## src/rtl/pc_sequencer_if.sv

```systemverilog
// Bundle of the program-counter, instruction-memory and execute-unit signals
// seen by pc_sequencer. The master side is the sequencer; the slave side is
// the PC register, instruction memory and decode/execute unit together.
//
// Handshakes:
//   imem_req/imem_ack : imem_req rises on FETCH entry and stays high until the
//     cycle in which imem_ack is sampled high. That cycle is the transfer, and
//     imem_req drops on the next edge. imem_ack outside FETCH is ignored.
//   instr_valid/exec_done : instr_valid pulses for one cycle when the fetched
//     instruction is available. The sequencer then waits for exec_done. br_op,
//     br_taken and br_target are sampled only in the cycle exec_done is high.
//     exec_done outside EXEC is ignored.
// fsm_state and depth expose the controller state and the stack pointer.
interface pc_sequencer_if #(
   parameter int ADDR_W      = 12,
   parameter int STACK_DEPTH = 4
);
   localparam int SP_W = $clog2(STACK_DEPTH);

   logic              run;
   logic [ADDR_W-1:0] pc_q;
   logic              pc_increment;
   logic              pc_load;
   logic [ADDR_W-1:0] pc_d;
   logic [ADDR_W-1:0] imem_addr;
   logic              imem_req;
   logic              imem_ack;
   logic              instr_valid;
   logic              exec_done;
   logic [1:0]        br_op;
   logic              br_taken;
   logic [ADDR_W-1:0] br_target;
   logic              halted;
   logic              stack_err;
   logic [2:0]        fsm_state;
   logic [SP_W:0]     depth;

   modport master (
      input  run, pc_q, imem_ack, exec_done, br_op, br_taken, br_target,
      output pc_increment, pc_load, pc_d, imem_addr, imem_req, instr_valid,
             halted, stack_err, fsm_state, depth
   );

   modport slave (
      output run, pc_q, imem_ack, exec_done, br_op, br_taken, br_target,
      input  pc_increment, pc_load, pc_d, imem_addr, imem_req, instr_valid,
             halted, stack_err, fsm_state, depth
   );
endinterface

```

## src/rtl/pc_sequencer.sv

```systemverilog
// Fetch / execute / PC-update controller for a 12-bit program counter with a
// small return-address stack. All outputs are registered except imem_addr.
// The PC action is chosen on the edge that samples exec_done, so the control
// pulse is visible during UPDATE and the new pc_q one cycle later.
module pc_sequencer #(
   parameter int ADDR_W       = 12,
   parameter int STACK_DEPTH  = 4,
   parameter int RESET_VECTOR = 0
) (
   input logic            clk,
   input logic            reset,
   pc_sequencer_if.master bus
);
   localparam int            SP_W    = $clog2(STACK_DEPTH);
   localparam logic [SP_W:0] SP_FULL = (SP_W + 1)'(STACK_DEPTH);
   localparam logic [SP_W:0] SP_ONE  = (SP_W + 1)'(1);

   typedef enum logic [2:0] {
      BOOT   = 3'd0,
      IDLE   = 3'd1,
      FETCH  = 3'd2,
      EXEC   = 3'd3,
      UPDATE = 3'd4,
      HALT   = 3'd5
   } state_t;

   state_t            state, state_n;
   logic [SP_W:0]     sp, sp_n;
   logic [ADDR_W-1:0] stack [STACK_DEPTH];

   logic              inc_q, load_q, req_q, valid_q, halted_q, err_q;
   logic              inc_n, load_n, req_n, valid_n, halted_n, err_n;
   logic [ADDR_W-1:0] pc_d_q, pc_d_n;
   logic              push;
   logic [ADDR_W-1:0] ret_addr;
   logic [SP_W-1:0]   top_idx;

   // Return address wraps naturally at ADDR_W bits (0xFFF pushes 0x000).
   assign ret_addr = bus.pc_q + ADDR_W'(1);
   assign top_idx  = SP_W'(sp - SP_ONE);

   // State, stack pointer and registered outputs.
   always_ff @(posedge clk or posedge reset) begin
      if (reset) begin
         state    <= BOOT;
         sp       <= '0;
         inc_q    <= 1'b0;
         load_q   <= 1'b0;
         pc_d_q   <= '0;
         req_q    <= 1'b0;
         valid_q  <= 1'b0;
         halted_q <= 1'b0;
         err_q    <= 1'b0;
      end else begin
         state    <= state_n;
         sp       <= sp_n;
         inc_q    <= inc_n;
         load_q   <= load_n;
         pc_d_q   <= pc_d_n;
         req_q    <= req_n;
         valid_q  <= valid_n;
         halted_q <= halted_n;
         err_q    <= err_n;
      end
   end

   // Return-address storage; contents are don't-care after reset.
   always_ff @(posedge clk) begin
      if (push) stack[sp[SP_W-1:0]] <= ret_addr;
   end

   // Next state and next registered output values.
   always_comb begin
      state_n  = state;
      sp_n     = sp;
      inc_n    = 1'b0;
      load_n   = 1'b0;
      pc_d_n   = pc_d_q;
      req_n    = 1'b0;
      valid_n  = 1'b0;
      halted_n = 1'b0;
      err_n    = err_q;
      push     = 1'b0;
      case (state)
         BOOT: begin
            load_n  = 1'b1;
            pc_d_n  = ADDR_W'(RESET_VECTOR);
            state_n = IDLE;
         end
         IDLE: begin
            if (bus.run) begin
               req_n   = 1'b1;
               state_n = FETCH;
            end
         end
         FETCH: begin
            if (bus.imem_ack) begin
               valid_n = 1'b1;
               state_n = EXEC;
            end else begin
               req_n = 1'b1;
            end
         end
         EXEC: begin
            if (bus.exec_done) begin
               state_n = UPDATE;
               case (bus.br_op)
                  2'b00: inc_n = 1'b1;
                  2'b01: begin
                     if (bus.br_taken) begin
                        load_n = 1'b1;
                        pc_d_n = bus.br_target;
                     end else begin
                        inc_n = 1'b1;
                     end
                  end
                  2'b10: begin
                     if (sp < SP_FULL) begin
                        push   = 1'b1;
                        load_n = 1'b1;
                        pc_d_n = bus.br_target;
                        sp_n   = sp + SP_ONE;
                     end else begin
                        err_n = 1'b1;
                     end
                  end
                  default: begin
                     if (sp != '0) begin
                        load_n = 1'b1;
                        pc_d_n = stack[top_idx];
                        sp_n   = sp - SP_ONE;
                     end else begin
                        err_n = 1'b1;
                     end
                  end
               endcase
            end
         end
         UPDATE: begin
            // A stack fault raised on the way into UPDATE ends the program.
            if (err_q) begin
               halted_n = 1'b1;
               state_n  = HALT;
            end else if (bus.run) begin
               req_n   = 1'b1;
               state_n = FETCH;
            end else begin
               state_n = IDLE;
            end
         end
         HALT: halted_n = 1'b1;
         default: state_n = BOOT;
      endcase
   end

   assign bus.pc_increment = inc_q;
   assign bus.pc_load      = load_q;
   assign bus.pc_d         = pc_d_q;
   assign bus.imem_addr    = bus.pc_q;
   assign bus.imem_req     = req_q;
   assign bus.instr_valid  = valid_q;
   assign bus.halted       = halted_q;
   assign bus.stack_err    = err_q;
   assign bus.fsm_state    = state;
   assign bus.depth        = sp;
endmodule
```

## src/flat_wrapper.sv

```systemverilog
// flat-port wrapper written by rule: the top's interface ports become plain ports
module pc_sequencer_flat 
#(
   parameter int ADDR_W       = 12,
   parameter int STACK_DEPTH  = 4,
   parameter int RESET_VECTOR = 0
)
  (clk, reset, bus_run, bus_pc_q, bus_imem_ack, bus_exec_done, bus_br_op, bus_br_taken, bus_br_target, bus_pc_increment, bus_pc_load, bus_pc_d, bus_imem_addr, bus_imem_req, bus_instr_valid, bus_halted, bus_stack_err, bus_fsm_state, bus_depth);
  pc_sequencer_if #(.ADDR_W(ADDR_W), .STACK_DEPTH(STACK_DEPTH)) bus_i ();
  input logic clk;
  input logic reset;
  input wire logic [$bits(bus_i.run)-1:0] bus_run;
  input wire logic [$bits(bus_i.pc_q)-1:0] bus_pc_q;
  input wire logic [$bits(bus_i.imem_ack)-1:0] bus_imem_ack;
  input wire logic [$bits(bus_i.exec_done)-1:0] bus_exec_done;
  input wire logic [$bits(bus_i.br_op)-1:0] bus_br_op;
  input wire logic [$bits(bus_i.br_taken)-1:0] bus_br_taken;
  input wire logic [$bits(bus_i.br_target)-1:0] bus_br_target;
  output wire logic [$bits(bus_i.pc_increment)-1:0] bus_pc_increment;
  output wire logic [$bits(bus_i.pc_load)-1:0] bus_pc_load;
  output wire logic [$bits(bus_i.pc_d)-1:0] bus_pc_d;
  output wire logic [$bits(bus_i.imem_addr)-1:0] bus_imem_addr;
  output wire logic [$bits(bus_i.imem_req)-1:0] bus_imem_req;
  output wire logic [$bits(bus_i.instr_valid)-1:0] bus_instr_valid;
  output wire logic [$bits(bus_i.halted)-1:0] bus_halted;
  output wire logic [$bits(bus_i.stack_err)-1:0] bus_stack_err;
  output wire logic [$bits(bus_i.fsm_state)-1:0] bus_fsm_state;
  output wire logic [$bits(bus_i.depth)-1:0] bus_depth;
  assign bus_i.run = bus_run;
  assign bus_i.pc_q = bus_pc_q;
  assign bus_i.imem_ack = bus_imem_ack;
  assign bus_i.exec_done = bus_exec_done;
  assign bus_i.br_op = bus_br_op;
  assign bus_i.br_taken = bus_br_taken;
  assign bus_i.br_target = bus_br_target;
  assign bus_pc_increment = bus_i.pc_increment;
  assign bus_pc_load = bus_i.pc_load;
  assign bus_pc_d = bus_i.pc_d;
  assign bus_imem_addr = bus_i.imem_addr;
  assign bus_imem_req = bus_i.imem_req;
  assign bus_instr_valid = bus_i.instr_valid;
  assign bus_halted = bus_i.halted;
  assign bus_stack_err = bus_i.stack_err;
  assign bus_fsm_state = bus_i.fsm_state;
  assign bus_depth = bus_i.depth;
  pc_sequencer #(.ADDR_W(ADDR_W), .STACK_DEPTH(STACK_DEPTH), .RESET_VECTOR(RESET_VECTOR)) u_core (.clk(clk), .reset(reset), .bus(bus_i));
endmodule
```

## config.mk

```make
export PLATFORM = sky130hd
export DESIGN_NAME = pc_sequencer_flat
export DESIGN_NICKNAME = d
export VERILOG_FILES = /design/src/rtl/pc_sequencer_if.sv /design/src/rtl/pc_sequencer.sv /design/src/flat_wrapper.sv
export SDC_FILE = /design/constraint.sdc
export NUM_CORES = 1
export LEC_CHECK = 0
export CAP_MARGIN = 20
export CELL_PAD_IN_SITES_DETAIL_PLACEMENT = 1
export CELL_PAD_IN_SITES_GLOBAL_PLACEMENT = 1
export CORE_ASPECT_RATIO = 0.8
export CORE_MARGIN = 4
export CORE_UTILIZATION = 45
export CTS_CLUSTER_DIAMETER = 80
export DETAILED_ROUTE_END_ITERATION = 8
export GPL_ROUTABILITY_DRIVEN = 1
export PLACE_DENSITY_LB_ADDON = 0.3
export SKIP_CTS_REPAIR_TIMING = 1
export SYNTH_ARGS = -nofsm -noshare
export SYNTH_HDL_FRONTEND = slang
export SYNTH_SLANG_ARGS = --single-unit
```

## constraint.sdc

```tcl
create_clock -name clk -period 4.77 [get_ports clk]
set_clock_uncertainty 0.15 [all_clocks]
set_input_delay 0.954 -clock clk [delete_from_list [all_inputs] [get_ports clk]]
set_output_delay 0.954 -clock clk [all_outputs]
set_load 0.02 [all_outputs]
```

# After elaboration in Yosys (flattened, before gate mapping)
# Memory sizes are Yosys's and may differ from the RTL's.
# Index checks and enable logic that the tools add are counted.
dict set report op_classes {
  magnitude_cmp 1
  add_sub_neg 3
  bitwise 2
  reduce_logical 10
  muxes 41
  eq_ne 17
}
# operator count
set ops {}
lappend ops {{$mux W12} 4}
lappend ops {{$pmux W12 S3} 1}
lappend ops {{$pmux W12 S2} 1}
lappend ops {{$mux W1} 20}
lappend ops {{$mux W3} 6}
lappend ops {{$pmux W3 S6} 1}
lappend ops {{$add A12 B1 Y12 const B} 1}
lappend ops {{$ne A2 B2 Y1 const B} 6}
lappend ops {{$reduce_and A5 Y1} 2}
lappend ops {{$pmux W1 S2} 4}
lappend ops {{$eq A3 B2 Y1 const B} 2}
lappend ops {{$eq A3 B3 Y1 const B} 2}
lappend ops {{$pmux W1 S3} 2}
lappend ops {{$pmux W3 S2} 1}
lappend ops {{$reduce_and A6 Y1} 1}
lappend ops {{$ne A4 B1 Y1 const B} 1}
lappend ops {{$reduce_and A4 Y1} 1}
lappend ops {{$reduce_bool A2 Y1} 2}
lappend ops {{$add A3 B1 Y3 const B} 1}
lappend ops {{$eq A3 B1 Y1 const B} 1}
lappend ops {{$logic_not A3 Y1} 1}
lappend ops {{$lt A3 B3 Y1 const B} 1}
lappend ops {{$ne A3 B2 Y1 const B} 1}
lappend ops {{$ne A3 B3 Y1 const B} 1}
lappend ops {{other kinds (9)} 10}
dict set report word_totals {
  ramBits 48
  memories 1
  ff_bits 24
  inputBits 32
  wordCells 84
  output_inout_bits 36
}
# memory depth word_bits rd rd_ports_with_merged_regs write_ports line
set mem_list {}
lappend mem_list {u_core.stack 4 12 1 0 1 pc_sequencer.sv:29} ;# logic [ADDR_W-1:0] stack [STACK_DEPTH];

# Longest topological paths before layout
# Gate-level depths: netlist of run 1.
dict set report depth {
  depth_word 7
  ltp_mapped 9
  mapped_depth_nobuf 6
}

# Worst setup path before layout of run 1
# No wires, ideal clock.
dict set report synth_timing {
  path_kind {input to register}
  from {input bus_br_op[0]}
  to {memory u_core.stack[0][0] (enable)}
  stages 5
  path_slack_ns 2.241
  t_arrival_ns 2.024
  required_ns 4.265
  path_buffers 0
  cell_sequence {inv_1 ha_1 inv_2 nor3_1 and2_1}
}
dict set report synth_between {
  elab_chain_len 6
}
# element line
set synth_rtl {}
lappend synth_rtl {{start: declaration} flat_wrapper.sv:16} ;# input wire logic [$bits(bus_i.br_op)-1:0] bus_br_op;
lappend synth_rtl {{$eq A2 B2 Y1} pc_sequencer.sv:107} ;# case (bus.br_op)
lappend synth_rtl {{$mux W1} pc_sequencer.sv:107}
lappend synth_rtl {{$mux W1} pc_sequencer.sv:105} ;# if (bus.exec_done) begin
lappend synth_rtl {{$mux W1} pc_sequencer.sv:84} ;# case (state)
lappend synth_rtl {{$mux W1} pc_sequencer.sv:69} ;# if (push) stack[sp[SP_W-1:0]] <= ret_addr;
lappend synth_rtl {{$mux W1 (implied by the code)} pc_sequencer.sv:69}
lappend synth_rtl {{end: declaration} pc_sequencer.sv:29}
# Every way passes these cells.

# Worst setup path after layout of run 1
dict set report layout_timing {
  from {input bus_pc_q[0]}
  to {output bus_imem_addr[0]}
}
# element line
set layout_lines {}
lappend layout_lines {{start: declaration} flat_wrapper.sv:13} ;# input wire logic [$bits(bus_i.pc_q)-1:0] bus_pc_q;
lappend layout_lines {{end: declaration} flat_wrapper.sv:22} ;# output wire logic [$bits(bus_i.imem_addr)-1:0] bus_imem_addr;
# No word-level cell between the ends.

==> results.yml, run 1 <==
layout:
  seqCellArea_um2: 2042
  synthToLayoutAreaGrowth_pct: 24.86
  multi_input_area_um2: 1237
  fillers: 782
  antennaDiodeCount: 0
  layout-drive-gt1-share: 0.06845
  mostFrequentLayoutCell: "clkdlybuf4s50_1"
  postLayoutCellArea_um2: 4349
  nets: 373
  final_cell_mix: "67 x clkdlybuf4s50_1, 48 x edfxtp_1, 36 x mux2i_1, 24 x dfrtp_1, 23 x nand2_1"
critical_path:
  crit_buf_inv: 2
  reg2reg_slack_ps: 2360
  cp_cell_sequence: "clkdlybuf4s50_1 > clkdlybuf4s50_1"
  startpoint_type: "primary input"
  cpMaxStageDelayCell: "clkdlybuf4s50_1"
  crit_fanout: 6
  critPathMostFrequentCell: "clkdlybuf4s50_1"
  cp_num_cells: 2
  critPathArrivalTime_ps: 2190
  cp.required_ps: 3670
  cp_top_family: "buffers and inverters"
  end_kind: "primary output"
  path_class: "primary input to primary output"
  r2r_cells: 3
  slowest_delay_ps: 650
logic_synthesis:
  ys_seq_area_frac: 0.5862
  synth_top_area_cell: "edfxtp_1"
  syn_area_um2: 3483
  synth-simple-area-share: 0.09950
  synth_seq_cells: 72
  synth-adder-area-share: 0.03592
  synth_top_area_share: 0.4138
  synth_top_family_by_area: "multiplexers"
  synth_fp_nets: 317
  yosys-top-cells-area: "edfxtp_1 41%, dfrtp_1 17%, mux2i_1 10%, ha_1 3.6%, buf_4 3.4%"
  synthCells: 275
  synthXorXnorAreaFrac: 0.02766
  syn_area_per_cell_um2: 12.67
  synthArstFlopShare: 0.3333
  ys_types: 46
  synth-edff-count: 48
  yosys_warnings: 0
  synth_mux_area_frac: 0.1034
  synthFlopType: "edfxtp_1"
  synth_compound_area_frac: 0.08872
placement:
  io_buffers: 67
  gp_congestion: 0.8567
  place_hpwl_mm: 6.092
  post_dp_cell_area_um2: 4126
power:
  p_leak_uw: 0.001726
  ir_drop_v: 0.0001863
  switching_share: 0.3596
  pwr-share-clk: 0.229
  p_per_area_nw_per_um2: 480.6
  power_switching_uw: 751.5
  p_comb_frac: 0.378
  p_int_uw: 1339
  seqPwrFrac: 0.392
min_path:
  hp-class: "register to register"
  worstHoldPathCells: 2
run:
  maxCapViolCount: 0
cts:
  htreeDepth: 3
  clock-root-buffer: "clkbuf_8"
  cts.clk_slew.worst_paths_ps: 80
  clockBufferDepth: 2
  clock_sinks: 72
  clock_latency_ps: 340
  numCtsBuffers: 9
  cts_tree: "yes"
drt:
  via_per_inst: 5.188
  first_iter_violations: 127
  wirelength_mm: 8.203
  drt-pass1-iter-count: 4
  drc: 0
  avgRoutedWirePerCell_um: 18.60
  num_vias: 2288
  postRouteAntennaNets: 0
global_routing:
  grt_antenna_before_repair: 0
  use_met1: 0.2698
  grt_pass1_wl_mm: 13.60
  grt_overflow_total: 0
  grt_max_degree: 29
  grt_pass1_vias: 2475
  track_usage: 0.1936
  gr-usage-met2: 0.3042
  use_met3: 0.04691
  top_usage_layer: "met2"
sta:
  period_share: 0.6901
  layout_min_cycle_time_ps: 3292
  setup_viol: 0
  slew_violations: 0
  tightest_slew_ps: 752.1
  max_freq_mhz: 303.8
  max-slew-margin-rel: 0.4976
  hold_violations: 0
  rsz0062_at_grt: "no"
  final.setup.tns_ps: 0
floorplanning:
  start_util: 0.4668
  die_w_um: 106.4
  die_area_um2: 9221
  die_h_um: 86.70
  ios: 68
  fp.coreArea_um2: 7462
  rows: 28
run_status:
  run_status: "finished, final reports clean"
-- cells by family after synthesis --
| kind of cell | count (synthesis) |
|---|---|
| multiplexers | 36 |
| XOR/XNOR | 11 |
| AND/OR/NAND/NOR | 67 |
| AO/OA/AOI/OAI | 45 |
| flip-flops | 72 |
| buffers and inverters | 34 |
| adder cells (fa/ha/maj) | 10 |
-- routing by layer --
metal	part of all wire	wire length [um]
met1	0.48	3920
met2	0.46	3778
met3	0.049	401
met4	0.013	103
met5	0	0
-- tightest hold or removal path: cells and delay by family, from the launching register on --
family	cells	cell delay (ps)
and+or+nand+nor	1	60
DFF	1	380
muxes	1	60
-- cell type report --
class	count	share of cell area
clock buffer	10	0.02934
clock inverter	6	0.01554
inverter	10	0.008631
multi-input combinational	169	0.2845
sequential	72	0.4695
tap	105	0.03021
timing repair buffer	69	0.1623
-- synthesized netlist by cell type (all sizes together), types with 2 or more instances --
cell type  count
a21oi          6
o21ai         13
and3           2
ha            10
nand2         23
dfrtp         24
inv           10
mux2i         36
nand3          6
a31oi          4
xnor2          8
buf           19
a22oi         12
and2           4
nand2b         3
clkbuf         5
nor3b          3
edfxtp        48
xor2           3
nor3           3
nor2          12
nand4          2
-- worst paths after layout --
kind / from / end
min in group asynchronous: reset / u_core.bus.instr_valid
min: u_core.bus.pc_d[0] / u_core.bus.pc_d[0]
max in group asynchronous: reset / u_core.bus.depth[1]
max reg2reg: u_core.bus.fsm_state[0] / u_core.stack[0][5]
max: bus_pc_q[0] / bus_imem_addr[0]
min reg2reg: u_core.bus.pc_d[0] / u_core.bus.pc_d[0]
-- through the flow --
step / setup slack (ps) / power, uW / cells / hold slack, ps / utilization
4_1_cts: 1469 / 2107 / 440 / 388.6 / 0.5791
6_report: 1478 / 2090 / 441 / 386.6 / 0.5828
3_3_place_gp: 1472 / 1595 / 424 / 367.9 / 0.5530
3_5_place_dp: 1277 / 1621 / 424 / 378.2 / 0.5530
5_1_grt: 1423 / 2222 / 441 / 408.5 / 0.5828
2_1_floorplan: 2241 / 1355 / 275 / 466.1 / -
-- flip-flops by register name, summed over array words and instances, names as in the netlist --
name	flops
u_core.bus.stack_err	1
u_core.bus.pc_d	12
u_core.bus.pc_increment	1
u_core.bus.instr_valid	1
u_core.bus.depth	3
u_core.bus.imem_req	1
u_core.bus.pc_load	1
u_core.bus.halted	1
u_core.stack	48
u_core.bus.fsm_state	3
-- power groups by stage --
stage | Clock (uW) | Combinational, uW | Sequential [uW]
5_1_grt | 525 | 860 | 837
6_report | 479 | 791 | 820
3_3_place_gp | 0 | 766 | 829
3_5_place_dp | 0 | 787 | 834
2_1_floorplan | 0 | 478 | 877
4_1_cts | 492 | 793 | 822
Note: power is estimated with default switching activity, not from simulation.
==> run 2, diff against run 1 <==
--- a/config.mk
+++ b/config.mk
@@ -10,7 +10,7 @@
 export CELL_PAD_IN_SITES_GLOBAL_PLACEMENT = 1
 export CORE_ASPECT_RATIO = 0.8
 export CORE_MARGIN = 4
-export CORE_UTILIZATION = 45
+export CORE_UTILIZATION = 41
 export CTS_CLUSTER_DIAMETER = 80
 export DETAILED_ROUTE_END_ITERATION = 8
 export GPL_ROUTABILITY_DRIVEN = 1
==> constraint.sdc (replaced) <==
create_clock -name clk -period 3.3 [get_ports clk]
set_clock_uncertainty 0.15 [all_clocks]
set_input_delay 0.66 -clock clk [delete_from_list [all_inputs] [get_ports clk]]
set_output_delay 0.66 -clock clk [all_outputs]
set_load 0.02 [all_outputs]
==> results.yml, run 2 (synthesis results as in run 1) <==
global_routing:
  grt_overflow_total: 0
  track_usage: 0.1513
  grt_max_degree: 29
  grt_pass1_vias: 2331
  grt_antenna_before_repair: 0
  grt_pass1_wl_mm: 11.99
critical_path:
  reg2reg_to: "u_core.stack[3][3]"
  end_kind: "register"
  crit_path_start: "bus_br_op[0]"
  crit_fanout: 12
  r2r_cells: 3
  cp.required_ps: 3130
  startpoint_type: "primary input"
  path_class: "primary input to register"
  reg2reg_slack_ps: 970
  r2r-start: "u_core.bus.fsm_state[1]"
  critPathArrivalTime_ps: 2620
sta:
  layout_min_cycle_time_ps: 2792
  slew_violations: 0
  tightest_slew_ps: 955.5
  max_freq_mhz: 358.2
  final.setup.tns_ps: 0
  max-slew-margin-rel: 0.3623
  hold_violations: 0
  period_share: 0.8459
  postLayoutSetupSlackWorst_ps: 508.4
  setup_viol: 0
  rsz0062_at_grt: "no"
min_path:
  worstHoldPathCells: 2
  hp-class: "register to register"
  hold-path-endpoint: "u_core.bus.pc_d[0]"
  hp-start: "u_core.bus.pc_d[0]"
layout:
  fillers: 853
  synthToLayoutAreaGrowth_pct: 24.39
  seqCellArea_um2: 2042
  largest_reg_flops: 48
  multi_input_area_um2: 1237
  final_cell_mix: "67 x clkdlybuf4s50_1, 48 x edfxtp_1, 36 x mux2i_1, 24 x dfrtp_1, 23 x nand2_1"
  mostFrequentLayoutCell: "clkdlybuf4s50_1"
  layout-drive-gt1-share: 0.07143
  antennaDiodeCount: 0
  nets: 373
drt:
  avgRoutedWirePerCell_um: 16.23
  via_per_inst: 5.063
  drc: 0
  first_iter_violations: 202
  wirelength_mm: 7.205
  drt-pass1-iter-count: 4
  postRouteAntennaNets: 0
  num_vias: 2248
placement:
  place_hpwl_mm: 5.507
  io_buffers: 67
  pre_cts_ws_ps: 173.7
  gp_congestion: 0.7936
run:
  maxCapViolCount: 0
cts:
  clock_latency_ps: 340
  clock_sinks: 72
  cts_tree: "yes"
  numCtsBuffers: 9
  cts.clk_slew.worst_paths_ps: 70
  clockBufferDepth: 2
  clock-root-buffer: "clkbuf_8"
  htreeDepth: 3
power:
  ir_drop_v: 0.0002930
  p_leak_uw: 0.001717
  p_per_area_nw_per_um2: 687.5
  power_uw: 2979
run_status:
  run_status: "finished, final reports clean"
floorplanning:
  die_h_um: 90.44
  die_w_um: 111.1
  ios: 68
  start_util: 0.4305
  die_area_um2: 10040
  rows: 29
  fp.coreArea_um2: 8092
[run 2: layer usage]
metal  track usage  part of all wire
met5             0                 0
met4       0.03951            0.0093
met3       0.05023             0.070
met2        0.2136              0.41
met1        0.2233              0.51
[run 2: where the power goes]
part	total (uW)	leakage, uW	switching (uW)	internal, uW
logic	1120	0.000882	599	520
registers	1180	0.000742	113	1060
clock network	684	0.0000933	331	353
[run 2: critical path, cell delays in order]
cell	delay [ps]
clkdlybuf4s50_1	460
inv_1	110
ha_1	310
inv_2	120
nor3_1	400
and2_1	550
[run 2: final cells by class]
class                      count  area share
sequential                    72      0.4713
multi-input combinational    169      0.2856
timing repair buffer          69      0.1582
tap                          108     0.03119
clock buffer                  10     0.02945
clock inverter                 6     0.01559
inverter                      10    0.008663
[run 2: per-stage QoR]
step | area [um2] | util | hold slack (ps) | instances
3_3_place_gp | 4138 | 0.5114 | 366.5 | 428
4_1_cts | 4333 | 0.5355 | 386.9 | 444
2_1_floorplan | 3483 | - | 466.1 | 275
3_5_place_dp | 4138 | 0.5114 | 376.6 | 428
5_1_grt | 4333 | 0.5355 | 406.6 | 444
6_report | 4333 | 0.5355 | 377.8 | 444
[run 2: worst max-delay path by stage]
stage	to
6_report	u_core.stack[3][3]
5_1_grt	u_core.stack[3][4]
4_1_cts	u_core.stack[2][2]
3_5_place_dp	u_core.stack[2][2]
3_3_place_gp	u_core.stack[2][3]
2_1_floorplan	u_core.bus.pc_d[9]
==> run 3, diff against run 2 <==
==> constraint.sdc (replaced) <==
create_clock -name clk -period 2.91 [get_ports clk]
set_clock_uncertainty 0.15 [all_clocks]
set_input_delay 0.582 -clock clk [delete_from_list [all_inputs] [get_ports clk]]
set_output_delay 0.582 -clock clk [all_outputs]
set_load 0.02 [all_outputs]
==> results.yml, run 3 (synthesis results as in run 1) <==
run_status:
  run_status: "finished, final reports clean"
power:
  p_leak_uw: 0.001751
  power_switching_uw: 1241
  p_comb_frac: 0.370
  pwr-share-clk: 0.240
  ir_drop_v: 0.0003216
  p_int_uw: 2209
  switching_share: 0.3597
  p_per_area_nw_per_um2: 787.0
  seqPwrFrac: 0.389
critical_path:
  cpMaxStageDelayCell: "clkdlybuf4s50_1"
  crit_fanout: 12
  crit_path_start: "bus_br_op[0]"
  path_class: "primary input to register"
  r2r-start: "u_core.bus.depth[1]"
  startpoint_type: "primary input"
  cp_cell_sequence: "clkdlybuf4s50_1 > inv_1 > ha_1 > inv_2 > nor3_1 > and2_1 > buf_4"
  cp.required_ps: 2810
  critPathArrivalTime_ps: 2450
  end_kind: "register"
  slowest_delay_ps: 460
cts:
  clock-root-buffer: "clkbuf_8"
  cts.clk_slew.worst_paths_ps: 80
  clockBufferDepth: 2
  numCtsBuffers: 9
  htreeDepth: 3
  clock_latency_ps: 350
  cts_tree: "yes"
  clock_sinks: 72
layout:
  final_cell_mix: "67 x clkdlybuf4s50_1, 48 x edfxtp_1, 36 x mux2i_1, 24 x dfrtp_1, 23 x nand2_1"
  final_util: 0.5418
  layout-drive-gt1-share: 0.08798
  synthToLayoutAreaGrowth_pct: 25.86
  postLayoutCellArea_um2: 4384
  fillers: 840
  nets: 378
  antennaDiodeCount: 0
  mostFrequentLayoutCell: "clkdlybuf4s50_1"
  largest_reg_flops: 48
sta:
  slew_violations: 0
  setup_viol: 0
  hold_ws_ps: 383.1
  max_freq_mhz: 391.8
  layout_min_cycle_time_ps: 2552
  final.setup.tns_ps: 0
  hold_violations: 0
  max-slew-margin-rel: 0.5325
  postLayoutSetupSlackWorst_ps: 357.5
  rsz0062_at_grt: "no"
  period_share: 0.8771
  tightest_slew_ps: 698.7
global_routing:
  track_usage: 0.1583
  grt_overflow_total: 0
  grt_pass1_vias: 2407
  grt_pass1_wl_mm: 12.65
  grt_max_degree: 29
  grt_antenna_before_repair: 0
drt:
  postRouteAntennaNets: 0
  drt-pass1-iter-count: 4
  first_iter_violations: 154
  via_per_inst: 5.156
  avgRoutedWirePerCell_um: 17.32
  drc: 0
  wirelength_mm: 7.775
  num_vias: 2315
placement:
  pre_cts_ws_ps: 24.72
  io_buffers: 67
  post_dp_cell_area_um2: 4175
  place_hpwl_mm: 5.800
  gp_congestion: 0.7785
floorplanning:
  die_area_um2: 10040
  die_w_um: 111.1
  die_h_um: 90.44
  fp.coreArea_um2: 8092
  start_util: 0.4305
  rows: 29
  ios: 68
min_path:
  hp-class: "register to register"
  hp-start: "u_core.bus.pc_d[10]"
run:
  maxCapViolCount: 0
-- run 3: worst paths after layout --
kind / endpoint / slack, ps / cells after the start
setup / recovery: u_core.stack[0][8] / 360 / 7
hold / removal: u_core.bus.pc_d[10] / 380 / 2
setup reg to reg: u_core.bus.pc_d[10] / 690 / 6
hold reg to reg: u_core.bus.pc_d[10] / 380 / 2
max in group asynchronous: u_core.bus.pc_d[6] / 1920 / 3
min in group asynchronous: u_core.bus.pc_d[2] / 430 / 3
-- run 3: critical path, delay by kind of cell --
family        cells  cell delay (ps)
simple gates      2              610
fa+ha+maj         1              340
buf+inv           4              910
-- run 3: final cells by class --
cell class / count / area [um2] / area share
Clock buffer: 9 / 123.9 / 0.02825
Clock inverter: 7 / 85.08 / 0.01941
Inverter: 10 / 37.54 / 0.008562
Multi-Input combinational cell: 169 / 1237 / 0.2822
Sequential cell: 72 / 2042 / 0.4658
Tap cell: 108 / 135.1 / 0.03082
Timing Repair Buffer: 74 / 723.2 / 0.1650
-- run 3: through the flow --
stage	std cells	total power, uW
after floorplan	275	2221
after global placement	433	2619
after detailed placement	433	2650
after CTS	449	3486
after global routing	449	3663
final	449	3450
-- run 3: per-layer routing --
metal,vias up,routed length (um),part of all wire,global-route usage
li1,1115,-,-,-
met1,1118,4058,0.52,0.2381
met2,73,3193,0.41,0.2217
met3,9,416,0.054,0.03751
met4,0,106,0.014,0.05674
met5,-,0,0,0
-- run 3: power by group through the flow --
stage / sequential (uW) / combinational (uW) / clock [uW]
5_1_grt: 1370 / 1390 / 906
2_1_floorplan: 1440 / 784 / 0
3_3_place_gp: 1360 / 1260 / 0
3_5_place_dp: 1360 / 1290 / 0
4_1_cts: 1340 / 1290 / 851
6_report: 1340 / 1280 / 829
